--- config.mk ---
export PLATFORM = sky130hd
export DESIGN_NAME = mwc_fifo
export DESIGN_NICKNAME = d
export VERILOG_FILES = /design/src/rtl/mwc_fifo.sv
export SDC_FILE = /design/constraint.sdc
export NUM_CORES = 1
export LEC_CHECK = 0
export CAP_MARGIN = 20
export CORE_MARGIN = 2
export CORE_UTILIZATION = 59
export CTS_BUF_LIST = sky130_fd_sc_hd__clkbuf_4
export CTS_CLUSTER_SIZE = 24
export DETAILED_ROUTE_END_ITERATION = 8
export MAX_ROUTING_LAYER = met4
export PLACE_DENSITY = 0.88
export SYNTH_ARGS = -nofsm -noshare
export SYNTH_HDL_FRONTEND = slang
export SYNTH_SLANG_ARGS = --single-unit
--- constraint.sdc ---
create_clock -name clk -period 2.8 [get_ports clk]
set_input_delay 0.42 -clock clk [delete_from_list [all_inputs] [get_ports clk]]
set_output_delay 0.42 -clock clk [all_outputs]
set_load 0.005 [all_outputs]
--- src/rtl/mwc_fifo.sv ---
// Small synchronous FIFO holding the expected writes; pointers wrap modulo DEPTH.
module mwc_fifo #(
  parameter int WIDTH = 64,
  parameter int DEPTH = 4
) (
  input  logic                       clk,
  input  logic                       reset,
  input  logic                       clear,
  input  logic                       push,
  input  logic                       pop,
  input  logic [WIDTH-1:0]           din,
  output logic [WIDTH-1:0]           dout,
  output logic                       full,
  output logic                       empty,
  output logic [$clog2(DEPTH+1)-1:0] count
);

  localparam int PTR_W = $clog2(DEPTH);
  localparam int CNT_W = $clog2(DEPTH+1);

  logic [WIDTH-1:0] mem_q [DEPTH];
  logic [WIDTH-1:0] mem_d [DEPTH];
  logic [PTR_W-1:0] wr_ptr_q, wr_ptr_d, rd_ptr_q, rd_ptr_d;
  logic [CNT_W-1:0] count_q, count_d;
  logic             do_push, do_pop;

  assign full    = (count_q == CNT_W'(DEPTH));
  assign empty   = (count_q == '0);
  assign do_push = push && !full;
  assign do_pop  = pop && !empty;
  assign dout    = mem_q[rd_ptr_q];
  assign count   = count_q;

  always_comb begin
    mem_d    = mem_q;
    wr_ptr_d = wr_ptr_q;
    rd_ptr_d = rd_ptr_q;
    count_d  = count_q;
    if (clear) begin
      wr_ptr_d = '0;
      rd_ptr_d = '0;
      count_d  = '0;
    end else begin
      if (do_push) begin
        mem_d[wr_ptr_q] = din;
        wr_ptr_d        = wr_ptr_q + PTR_W'(1);
      end
      if (do_pop) rd_ptr_d = rd_ptr_q + PTR_W'(1);
      count_d = count_q + CNT_W'(do_push) - CNT_W'(do_pop);
    end
  end

  always_ff @(posedge clk or negedge reset) begin
    if (!reset) begin
      mem_q    <= '{default: '0};
      wr_ptr_q <= '0;
      rd_ptr_q <= '0;
      count_q  <= '0;
    end else begin
      mem_q    <= mem_d;
      wr_ptr_q <= wr_ptr_d;
      rd_ptr_q <= rd_ptr_d;
      count_q  <= count_d;
    end
  end

endmodule

# --- Word level (Yosys, flattened, before mapping) ---
# Index checks and enable logic that the tools add are counted.
word_totals:
  reg_bits: 263
  latchBits: 0
  mem_bits_rw: 0
  mem_bits_ro: 0
  out_inout_bits: 69
  word_cells: 38
  memories: 0
classes:
  add_sub_neg: 4
  multipliers: 0
  div_mod_pow: 0
  n_lt_le_gt_ge: 3
  n_eq_ne: 1
  shifts: 0
  mux: 11
  n_bitwise: 3
  reduce_logical: 9
op_table:
  columns: ["op", "n"]
  rows:
  - ["bitwise mux 256 bit", 1]
  - ["two-way mux 64 bit", 3]
  - ["binary-select mux 64 bit (select 2 bit)", 1]
  - ["demux 64 bit (select 2 bit)", 1]
  - ["two-way mux 2 bit", 4]
  - [">= comparator 3 bit (second input constant)", 2]
  - ["NOT 2 -> 3 bit", 2]
  - ["adder 2 x 1 -> 2 bit (second input constant)", 2]
  - ["nonzero test 2 bit", 2]
  - ["adder 3 x 1 -> 3 bit", 1]
  - ["== test 3 bit (second input constant)", 1]
  - ["logical AND 1 bit", 3]
  - ["logical NOT 3 bit", 1]
  - ["less-than comparator 3 x 1 -> 1 bit (second input constant)", 1]
  - ["two-way mux 3 bit", 1]
  - ["subtractor 3 x 1 -> 3 bit", 1]
  - ["logical NOT 1 bit", 2]
  - ["AND reduction 2 bit", 1]
  - ["NOT 1 bit", 1]

# --- Longest topological paths before layout ---
# Gate-level depths: netlist of run 1.
logic_depth:
  depth_word: 6
  depth_mapped: 11
  ltp_nobuf: 11

# --- Least setup slack after synthesis of run 1 ---
# OpenSTA, ideal clock, no wires.
synth_path:
  path_type: "reg-to-reg"
  start: "reg count_q[1], in the netlist count[1]"
  end: "reg count_q[2], in the netlist count[2]"
  setup_ns: 0.086
  arrival_ns: 2.314
  path_slack_ns: 0.399
  stages_incl_launch_ff: 12
  path_buffers: 0
  synth_period_minus_slack_ns: 2.401
  cell_sequence: "dfrtp_1 or3b_4 and2_1 inv_1 ha_1 inv_1 ha_1 inv_1 fa_1 xor2_1 and2_1 nor3_1"
synth_via:
  elab_chain_cells: 6
  elab_cells_between_ends: 9
synth_lines:
  columns: ["item", "line", "rtl"]
  rows:
  - ["start, declared", "24", "logic [CNT_W-1:0] count_q, count_d;"]
  - ["start signal, assigned", "63", "count_q <= count_d;"]
  - ["== test 3 bit", "27", "assign full = (count_q == CNT_W'(DEPTH));"]
  - ["logical NOT 1 bit", "29", "assign do_push = push && !full;"]
  - ["logical AND 1 bit", "29", null]
  - ["adder 3 x 1 -> 3 bit", "49", "count_d = count_q + CNT_W'(do_push) - CNT_W'(do_pop);"]
  - ["subtractor 3 x 1 -> 3 bit (*)", "49", null]
  - ["two-way mux 3 bit (*)", "39", "if (clear) begin"]
  - ["via count_d[2]", "24", null]
# The timed path passes the listed nets; every way through them passes the cells marked *.
# A chain may end at the register's enable or synchronous reset.

# --- Worst setup path in the final report of run 1 ---
layout_path:
  start: "reg rd_ptr_q[0]"
  end: "out dout[2]"
layout_via:
  elab_chain_cells: 4
layout_lines:
  columns: ["item", "line", "rtl"]
  rows:
  - ["start, declared", "23", "logic [PTR_W-1:0] wr_ptr_q, wr_ptr_d, rd_ptr_q, rd_ptr_d;"]
  - ["start signal, assigned", "62", "rd_ptr_q <= rd_ptr_d;"]
  - ["NOT 2 -> 3 bit (implied by the code)", "31", "assign dout = mem_q[rd_ptr_q];"]
  - ["binary-select mux 64 bit (select 2 bit)", "31", null]
  - ["two-way mux 64 bit (implied by the code) (2 in series)", "31", null]
  - ["end, declared", "12", "output logic [WIDTH-1:0] dout,"]
# No other way between the ends. The select of a mux whose other input is x is not followed.

==> flow_summary.json, run 1 <==
{
  "finalClockSkew_ns": 0.03636,
  "dp.cells": 1053,
  "fin_hold_ws_ns": 0.3755,
  "async_reset_ff_share_pct": 100.0,
  "drv_cap": 0,
  "setup_violations": 0,
  "worstSetupStartpointType": "register",
  "outcome": "completed",
  "grt_pass1_wl_um": 43360,
  "final_nets": 932,
  "syn_avg_cell_area_um2": 19.12,
  "drc": 0,
  "stdcell_count": 1184,
  "worstPathArrival_ns": 2.29,
  "first_global_vias": 8038,
  "cts.root.buffer_cell": "clkbuf_4",
  "min_period_over_period_pct": 96.74,
  "clock_path_buffers": 3,
  "synthFlopType": "dfrtp_1",
  "wire_per_inst_um": 22.47,
  "cts.clk_slew.worst_paths_ns": 0.06,
  "yosys.area.top_type": "dfrtp_1",
  "finalHoldViolCount": 0,
  "tritoncts": "yes",
  "max_freq_mhz": 369.2,
  "insertion_delay_ns": 0.65,
  "place.gp.congestion": 0.7754,
  "synth_area_um2": 12730,
  "grt_use_met2_pct": 40.89,
  "die_w_um": 150.9,
  "synth_edf_count": 0,
  "routed_wl_um": 26610,
  "drive_gt1_share_pct": 49.94,
  "syn_inst": 666,
  "ff2ff_path_depth": 11,
  "yosysUniqueCellTypes": 25,
  "synth-seq-area-share_pct": 51.68,
  "drtAntennaViolNets": 0,
  "top_usage_layer": "met2",
  "synth.top_cells.by_count": "dfrtp_1 (263), mux2_4 (240), mux4_2 (64)",
  "met1_usage_pct": 32.28,
  "synth_seq_cells": 263,
  "place_area_um2": 14150,
  "initial_core_util_pct": 60.39,
  "die-area_um2": 22780,
  "p_leak_nw": 6.952,
  "dr.pass1.iters": 4,
  "period_minus_slack_ns": 2.709,
  "finalInstanceArea_um2": 15150,
  "yosysTopAreaCellShare_pct": 51.68,
  "antenna_found_initial": 2,
  "p_per_area_nw_per_um2": 1101,
  "r2r_start": "count[1]",
  "syn_nets": 742,
  "setup_slack_ns": 0.09129,
  "vdd_drop_max_mv": 0.6035,
  "hp-class": "in2async",
  "fillCellCount": 1296,
  "grt_max_degree": 84,
  "dp_hpwl_um": 16450,
  "fin_total_pwr_mw": 16.68,
  "h-tree-depth": 3,
  "cp-end-kind": "output pin",
  "pre_cts_slack_ns": 0.1583,
  "path_class": "reg2out",
  "core_area_um2": 21090,
  "ioPinCount": 138,
  "use_met3_pct": 5.602,
  "max_slew_margin_pct": 57.06,
  "cts.sinks": 263,
  "critical_path_required_ns": 2.38,
  "viasPerCell": 5.709,
  "num_rows": 53,
  "final-max-slew-violation-count": 0,
  "synthTopCellsByArea": "dfrtp_1 (52%), mux2_4 (28%), mux4_2 (11%), buf_12 (4.4%), mux2_1 (1.4%)",
  "io_buffers": 137,
  "gr-total-overflow": 0,
  "fin_util_pct": 71.83,
  "yosys_warnings": 0,
  "cts-buffers-inserted": 71,
  "rsz0062_at_grt": "no",
  "rrSetupSlack_ns": 0.21,
  "track_usage_pct": 25.32,
  "initialDrtViolationCount": 283,
  "tightest_slew_ns": 0.6441,
  "vias": 6760,
  "synth.most_common_cell": "dfrtp_1",
  "tns_ns": 0,
  "syn2layout_area_growth_pct": 18.94,
  "die_h_um": 150.9,
  "crit_path_max_fanout": 11,
  "timing.rr.end": "count[2]"
}
## cell type report
| class | count | area (um2) | area share [%] |
|---|---|---|---|
| Timing Repair Buffer | 160 | 1714 | 11.32 |
| Antenna cell | 2 | 5.005 | 0.03304 |
| Tap cell | 275 | 344.1 | 2.272 |
| Inverter | 7 | 26.28 | 0.1735 |
| Sequential cell | 263 | 6589 | 43.50 |
| Clock buffer | 111 | 833.3 | 5.501 |
| Clock inverter | 13 | 132.6 | 0.8756 |
| Multi-Input combinational cell | 353 | 5503 | 36.33 |
## registers in the layout, indices dropped and copies added, names as in the netlist
signal,flops
rd_ptr_q,2
count,3
mem_q,256
wr_ptr_q,2
## worst max path at each step
stage / to / cells after the start / slack [ns] / from
floorplan: count[2] / 11 / 0.40 / count[1]
global placement: count[2] / 11 / 0.31 / push
detailed placement: count[2] / 11 / 0.16 / push
CTS: dout[62] / 3 / -0.002 / rd_ptr_q[0]
global route: dout[2] / 3 / 0.001 / rd_ptr_q[0]
finish: dout[2] / 3 / 0.09 / rd_ptr_q[0]
## cell usage in the layout (no fill, tap or decap), drive strengths merged, types with 2 or more instances in the layout
cell             n
nor2             5
mux2           257
bufinv           3
buf             23
dlygate4sd2     45
diode            2
and2             2
dfrtp          263
inv              9
and3             4
nor2b            2
clkbuf         111
mux4            64
ha               6
clkinv           7
xor2             2
clkdlybuf4s50   80
dlymetal6s2s    11
o31ai            2
nor3             2
## cell families (layout without fill, tap and decap cells)
group	after synthesis	count (layout)	share of synthesized area, %
xor gates and xnor gates	2	2	0.1376
adders and majority gates	7	7	0.7467
DFF	263	263	51.68
and+or+nand+nor	19	19	1.012
muxes	321	321	41.12
AOI/OAI and AO/OA	4	4	0.1964
other	0	2	0
buffers and inverters	50	291	5.109
## power by group
group	switching, mW	internal (mW)	leakage (nW)
Clock	1.60	2.07	0.575
Sequential	1.04	5.50	3.30
Combinational	2.00	4.46	3.08
Total	4.64	12.0	6.95
## timing repair
item	CTS	global route
hold buffers	1	0
buffers inserted	4	0
pin swaps	0	0
gates cloned	0	0
endpoints found under the setup margin	56	11
hold endpoints to repair	79	0
resized for setup	48	12
## metal layers
metal	vias to the layer above	wire (um)
met5	-	0
met4	0	533
met3	49	1260
met2	209	13530
met1	3611	11290
li1	2891	-
## critical path: stages, from the launching register on
cell and delay (ns):
dfrtp_4 0.51, buf_12 0.18, mux4_2 0.50, clkdlybuf4s50_1 0.46
Note: power is estimated with default switching activity, not from simulation.
==> run 2, diff against run 1 <==
--- a/config.mk
+++ b/config.mk
@@ -8,7 +8,7 @@
 export CAP_MARGIN = 20
 export CORE_MARGIN = 2
 export CORE_UTILIZATION = 59
-export CTS_BUF_LIST = sky130_fd_sc_hd__clkbuf_4
+export CTS_BUF_LIST = sky130_fd_sc_hd__clkbuf_8
 export CTS_CLUSTER_SIZE = 24
 export DETAILED_ROUTE_END_ITERATION = 8
 export MAX_ROUTING_LAYER = met4
==> flow_summary.json, run 2 (synthesis results as in run 1) <==
{
  "outcome": "completed",
  "wire_per_inst_um": 23.49,
  "ff2ff_path_depth": 11,
  "finalClockSkew_ns": 0.01662,
  "place.gp.congestion": 0.7754,
  "crit_path_max_fanout": 12,
  "use_met3_pct": 4.006,
  "initial_core_util_pct": 60.39,
  "drc": 0,
  "top_usage_layer": "met2",
  "antenna_found_initial": 0,
  "die_w_um": 150.9,
  "grt_use_met2_pct": 40.98,
  "gr-total-overflow": 0,
  "min_period_over_period_pct": 98.05,
  "tns_ns": 0,
  "h-tree-depth": 2,
  "grt_pass1_wl_um": 42700,
  "drtAntennaViolNets": 0,
  "core_area_um2": 21090,
  "max_freq_mhz": 364.2,
  "worstSetupStartpointType": "register",
  "final_cell_mix": "dfrtp_1 (261), mux2_4 (240), clkdlybuf4s50_1 (125)",
  "hp-class": "in2async",
  "setup_violations": 0,
  "cts.clk_slew.worst_paths_ns": 0.06,
  "p_per_area_nw_per_um2": 1115,
  "initialDrtViolationCount": 273,
  "cts.root.buffer_cell": "clkbuf_8",
  "cts.sinks": 263,
  "max_slew_margin_pct": 56.25,
  "pre_cts_slack_ns": 0.1583,
  "setup_slack_ns": 0.05450,
  "io_buffers": 137,
  "dr.pass1.iters": 4,
  "syn2layout_area_growth_pct": 18.91,
  "viasPerCell": 5.838,
  "r2r_start": "count[1]",
  "critical_path_required_ns": 2.38,
  "worstPathArrival_ns": 2.33,
  "met1_usage_pct": 32.18,
  "grt_max_degree": 84,
  "tightest_slew_ns": 0.6563,
  "num_rows": 53,
  "ioPinCount": 138,
  "vdd_drop_max_mv": 0.6759,
  "drive_gt1_share_pct": 46.86,
  "vias": 6626,
  "path_class": "reg2out",
  "antenna_cells": 0,
  "timing.rr.end": "count[2]",
  "cp-end-kind": "output pin",
  "first_global_vias": 7744,
  "insertion_delay_ns": 0.54,
  "clock_path_buffers": 3,
  "top_register": "mem_q",
  "track_usage_pct": 24.96,
  "layout_commonest_cell": "dfrtp_1",
  "die_h_um": 150.9,
  "die-area_um2": 22780,
  "final-max-slew-violation-count": 0,
  "finalHoldViolCount": 0,
  "largest_register_ffs": 256,
  "dp_hpwl_um": 16450,
  "p_leak_nw": 6.801,
  "routed_wl_um": 26660,
  "drv_cap": 0,
  "final_nets": 911,
  "cts-buffers-inserted": 43,
  "period_minus_slack_ns": 2.745,
  "rrSetupSlack_ns": 0.21,
  "tritoncts": "yes"
}
run 2: cell types whose count changed in the layout (fill, tap and decap cells not counted), moves of 2 or more:
cell and delta:
buf_12 -2, clkdlybuf4s50_1 +45, clkinv_1 -6, clkbuf_8 +53, clkbuf_4 -111, inv_1 +9, inv_2 -2, diode_2 -2
dlymetal6s2s_1 -3, buf_4 +7, clkinv_2 +5, dlygate4sd2_1 -42
run 2: report_power, final:
| part | total, mW | leakage [nW] | internal [mW] | switching, mW |
|---|---|---|---|---|
| Sequential | 6.55 | 3.30 | 5.51 | 1.04 |
| Combinational | 6.97 | 3.02 | 4.90 | 2.08 |
| Clock | 3.37 | 0.481 | 1.88 | 1.49 |
| Total | 16.9 | 6.80 | 12.3 | 4.61 |
run 2: worst max path at each step:
stage                      from        to  slack, ns
global placement           push  count[2]       0.31
global route        rd_ptr_q[0]  dout[13]      -0.01
floorplan              count[1]  count[2]       0.40
CTS                 rd_ptr_q[0]  dout[57]     0.0002
finish              rd_ptr_q[0]  dout[40]       0.05
detailed placement         push  count[2]       0.16
run 2: timing repair:
action                                  CTS  global route
setup buffers                             3             7
hold endpoints to repair                 79             0
hold buffers                              1             0
gates cloned                              0             1
endpoints found under the setup margin   56            38
resized for setup                         4            10
run 2: metal layers:
| metal | share of wire (%) | wire length, um | vias up |
|---|---|---|---|
| met4 | 2.5 | 660 | 0 |
| met1 | 42 | 11250 | 3608 |
| met3 | 4.0 | 1064 | 48 |
| li1 | - | - | 2795 |
| met2 | 51 | 13690 | 175 |
| met5 | 0 | 0 | - |
run 2: final cells by class:
class | count | area [um2]
inverter | 7 | 26.28
clock buffer | 53 | 729.5
multi-input combinational | 353 | 5503
tap | 275 | 344.1
sequential | 263 | 6589
clock inverter | 17 | 123.9
fill | 1267 | 5944
timing repair buffer | 167 | 1828
run 2: through the flow:
stage	area (um2)	std cells	util [%]	hold WS, ns	power [mW]
global placement	14150	1053	67.09	0.4475	13.00
floorplan	12730	666	-	0.1244	10.63
global route	15140	1135	71.81	0.5002	17.73
finish	15140	1135	71.81	0.4696	16.89
CTS	15030	1127	71.29	0.4794	16.93
detailed placement	14150	1053	67.09	0.4547	13.43
run 2: critical path: stages (launching register included):
cell and delay, ns:
dfrtp_4 0.46, buf_4 0.15, buf_16 0.16, mux4_2 0.54
clkdlybuf4s50_1 0.47
==> run 3, diff against run 2 <==
--- a/config.mk
+++ b/config.mk
@@ -6,7 +6,6 @@
 export NUM_CORES = 1
 export LEC_CHECK = 0
 export CAP_MARGIN = 20
-export CORE_MARGIN = 2
 export CORE_UTILIZATION = 59
 export CTS_BUF_LIST = sky130_fd_sc_hd__clkbuf_8
 export CTS_CLUSTER_SIZE = 24
==> flow_summary.json, run 3 (synthesis results as in run 1) <==
{
  "outcome": "completed",
  "p_per_area_nw_per_um2": 1101,
  "h-tree-depth": 2,
  "place.gp.congestion": 0.8452,
  "tightest_slew_ns": 0.6891,
  "grt_pass1_wl_um": 42370,
  "insertion_delay_ns": 0.54,
  "top_register": "mem_q",
  "clock_path_buffers": 3,
  "hp-class": "in2async",
  "fin_hold_ws_ns": 0.4467,
  "cts.root.buffer_cell": "clkbuf_8",
  "p_leak_nw": 6.830,
  "gr-total-overflow": 0,
  "largest_register_ffs": 256,
  "drtAntennaViolNets": 0,
  "place_area_um2": 14140,
  "routed_wl_um": 25860,
  "finalClockSkew_ns": 0.01383,
  "cp-end-kind": "output pin",
  "vias": 6491,
  "antenna_found_initial": 0,
  "syn2layout_area_growth_pct": 18.36,
  "period_minus_slack_ns": 2.724,
  "first_global_vias": 7600,
  "finalInstanceArea_um2": 15070,
  "cts-buffers-inserted": 44,
  "layout_commonest_cell": "dfrtp_1",
  "crit_path_max_fanout": 9,
  "path_class": "reg2out",
  "setup_violations": 0,
  "dr.pass1.iters": 4,
  "finalHoldViolCount": 0,
  "vdd_drop_max_mv": 0.5705,
  "wire_per_inst_um": 22.80,
  "track_usage_pct": 25.52,
  "setup_slack_ns": 0.07575,
  "min_period_over_period_pct": 97.29,
  "fin_total_pwr_mw": 16.60,
  "drc": 0,
  "ioPinCount": 138,
  "cts.clk_slew.worst_paths_ns": 0.07,
  "pre_cts_slack_ns": 0.1851,
  "tritoncts": "yes",
  "rsz0062_at_grt": "no",
  "num_rows": 53,
  "die_h_um": 148.9,
  "core_area_um2": 21090,
  "dp.cells": 1052,
  "final_cell_mix": "dfrtp_1 (261), mux2_4 (240), clkdlybuf4s50_1 (121)",
  "drive_gt1_share_pct": 46.39,
  "final-max-slew-violation-count": 0,
  "critical_path_required_ns": 2.38,
  "tns_ns": 0,
  "initial_core_util_pct": 60.39,
  "max_freq_mhz": 367.1,
  "io_buffers": 137,
  "max_slew_margin_pct": 54.06,
  "final_nets": 901,
  "die_w_um": 148.9,
  "drv_cap": 0,
  "viasPerCell": 5.724,
  "die-area_um2": 22180,
  "fin_util_pct": 71.48,
  "stdcell_count": 1134,
  "dp_hpwl_um": 16170,
  "initialDrtViolationCount": 222,
  "grt_max_degree": 86,
  "worstSetupStartpointType": "register",
  "worstPathArrival_ns": 2.30,
  "cts.sinks": 263
}
run 3: changes by cell type in the layout (fill, tap and decap cells not counted), moves of 3 or more:
cell,before,now
buf_4,13,4
clkdlybuf4s50_1,125,121
clkinv_2,6,12
dlygate4sd2_1,3,0
dlymetal6s2s_1,8,15
inv_1,16,19
run 3: layout make-up:
cell class | instances | area, um2
Antenna cell | 1 | 2.502
Clock buffer | 55 | 757.0
Clock inverter | 24 | 105.1
Fill cell | 1288 | 6015
Inverter | 7 | 26.28
Multi-Input combinational cell | 353 | 5503
Sequential cell | 263 | 6586
Tap cell | 275 | 344.1
Timing Repair Buffer | 156 | 1749
run 3: report_power, final:
group	switching, mW	internal [mW]
clock	1.53	1.77
sequential	1.02	5.51
combinational	1.99	4.78
total	4.54	12.1
run 3: worst paths after layout:
kind                                   from    endpoint  slack (ns)  cells past startpoint
worst max register to register     count[1]    count[2]        0.20                     11
worst max-delay path            rd_ptr_q[0]    dout[12]        0.08                      3
min in group clk                 mem_q[222]  mem_q[222]        0.49                      1
worst min register to register   mem_q[222]  mem_q[222]        0.49                      1
max in group asynchronous             reset  mem_q[175]        1.45                      3
worst min-delay path                  reset  mem_q[134]        0.45                      2
run 3: timing repair:
item / 4_1_cts / 5_1_grt
hold buffers: 1 / 0
buffers inserted: 1 / 0
gates resized for setup: 2 / 15
endpoints found under the setup margin: 55 / 15
hold endpoints to repair: 81 / 0
run 3: metal layers:
metal | wire length, um | vias up | GRT usage [%]
met1 | 11230 | 3475 | 33.28
met5 | 0 | - | -
met2 | 12880 | 180 | 41.05
li1 | - | 2787 | -
met3 | 1138 | 49 | 4.190
met4 | 605 | 0 | 8.367
run 3: worst max-delay path: stages (launching register included):
cell and delay (ns):
dfrtp_4 0.47, buf_4 0.25, mux4_2 0.53, clkdlybuf4s50_1 0.51
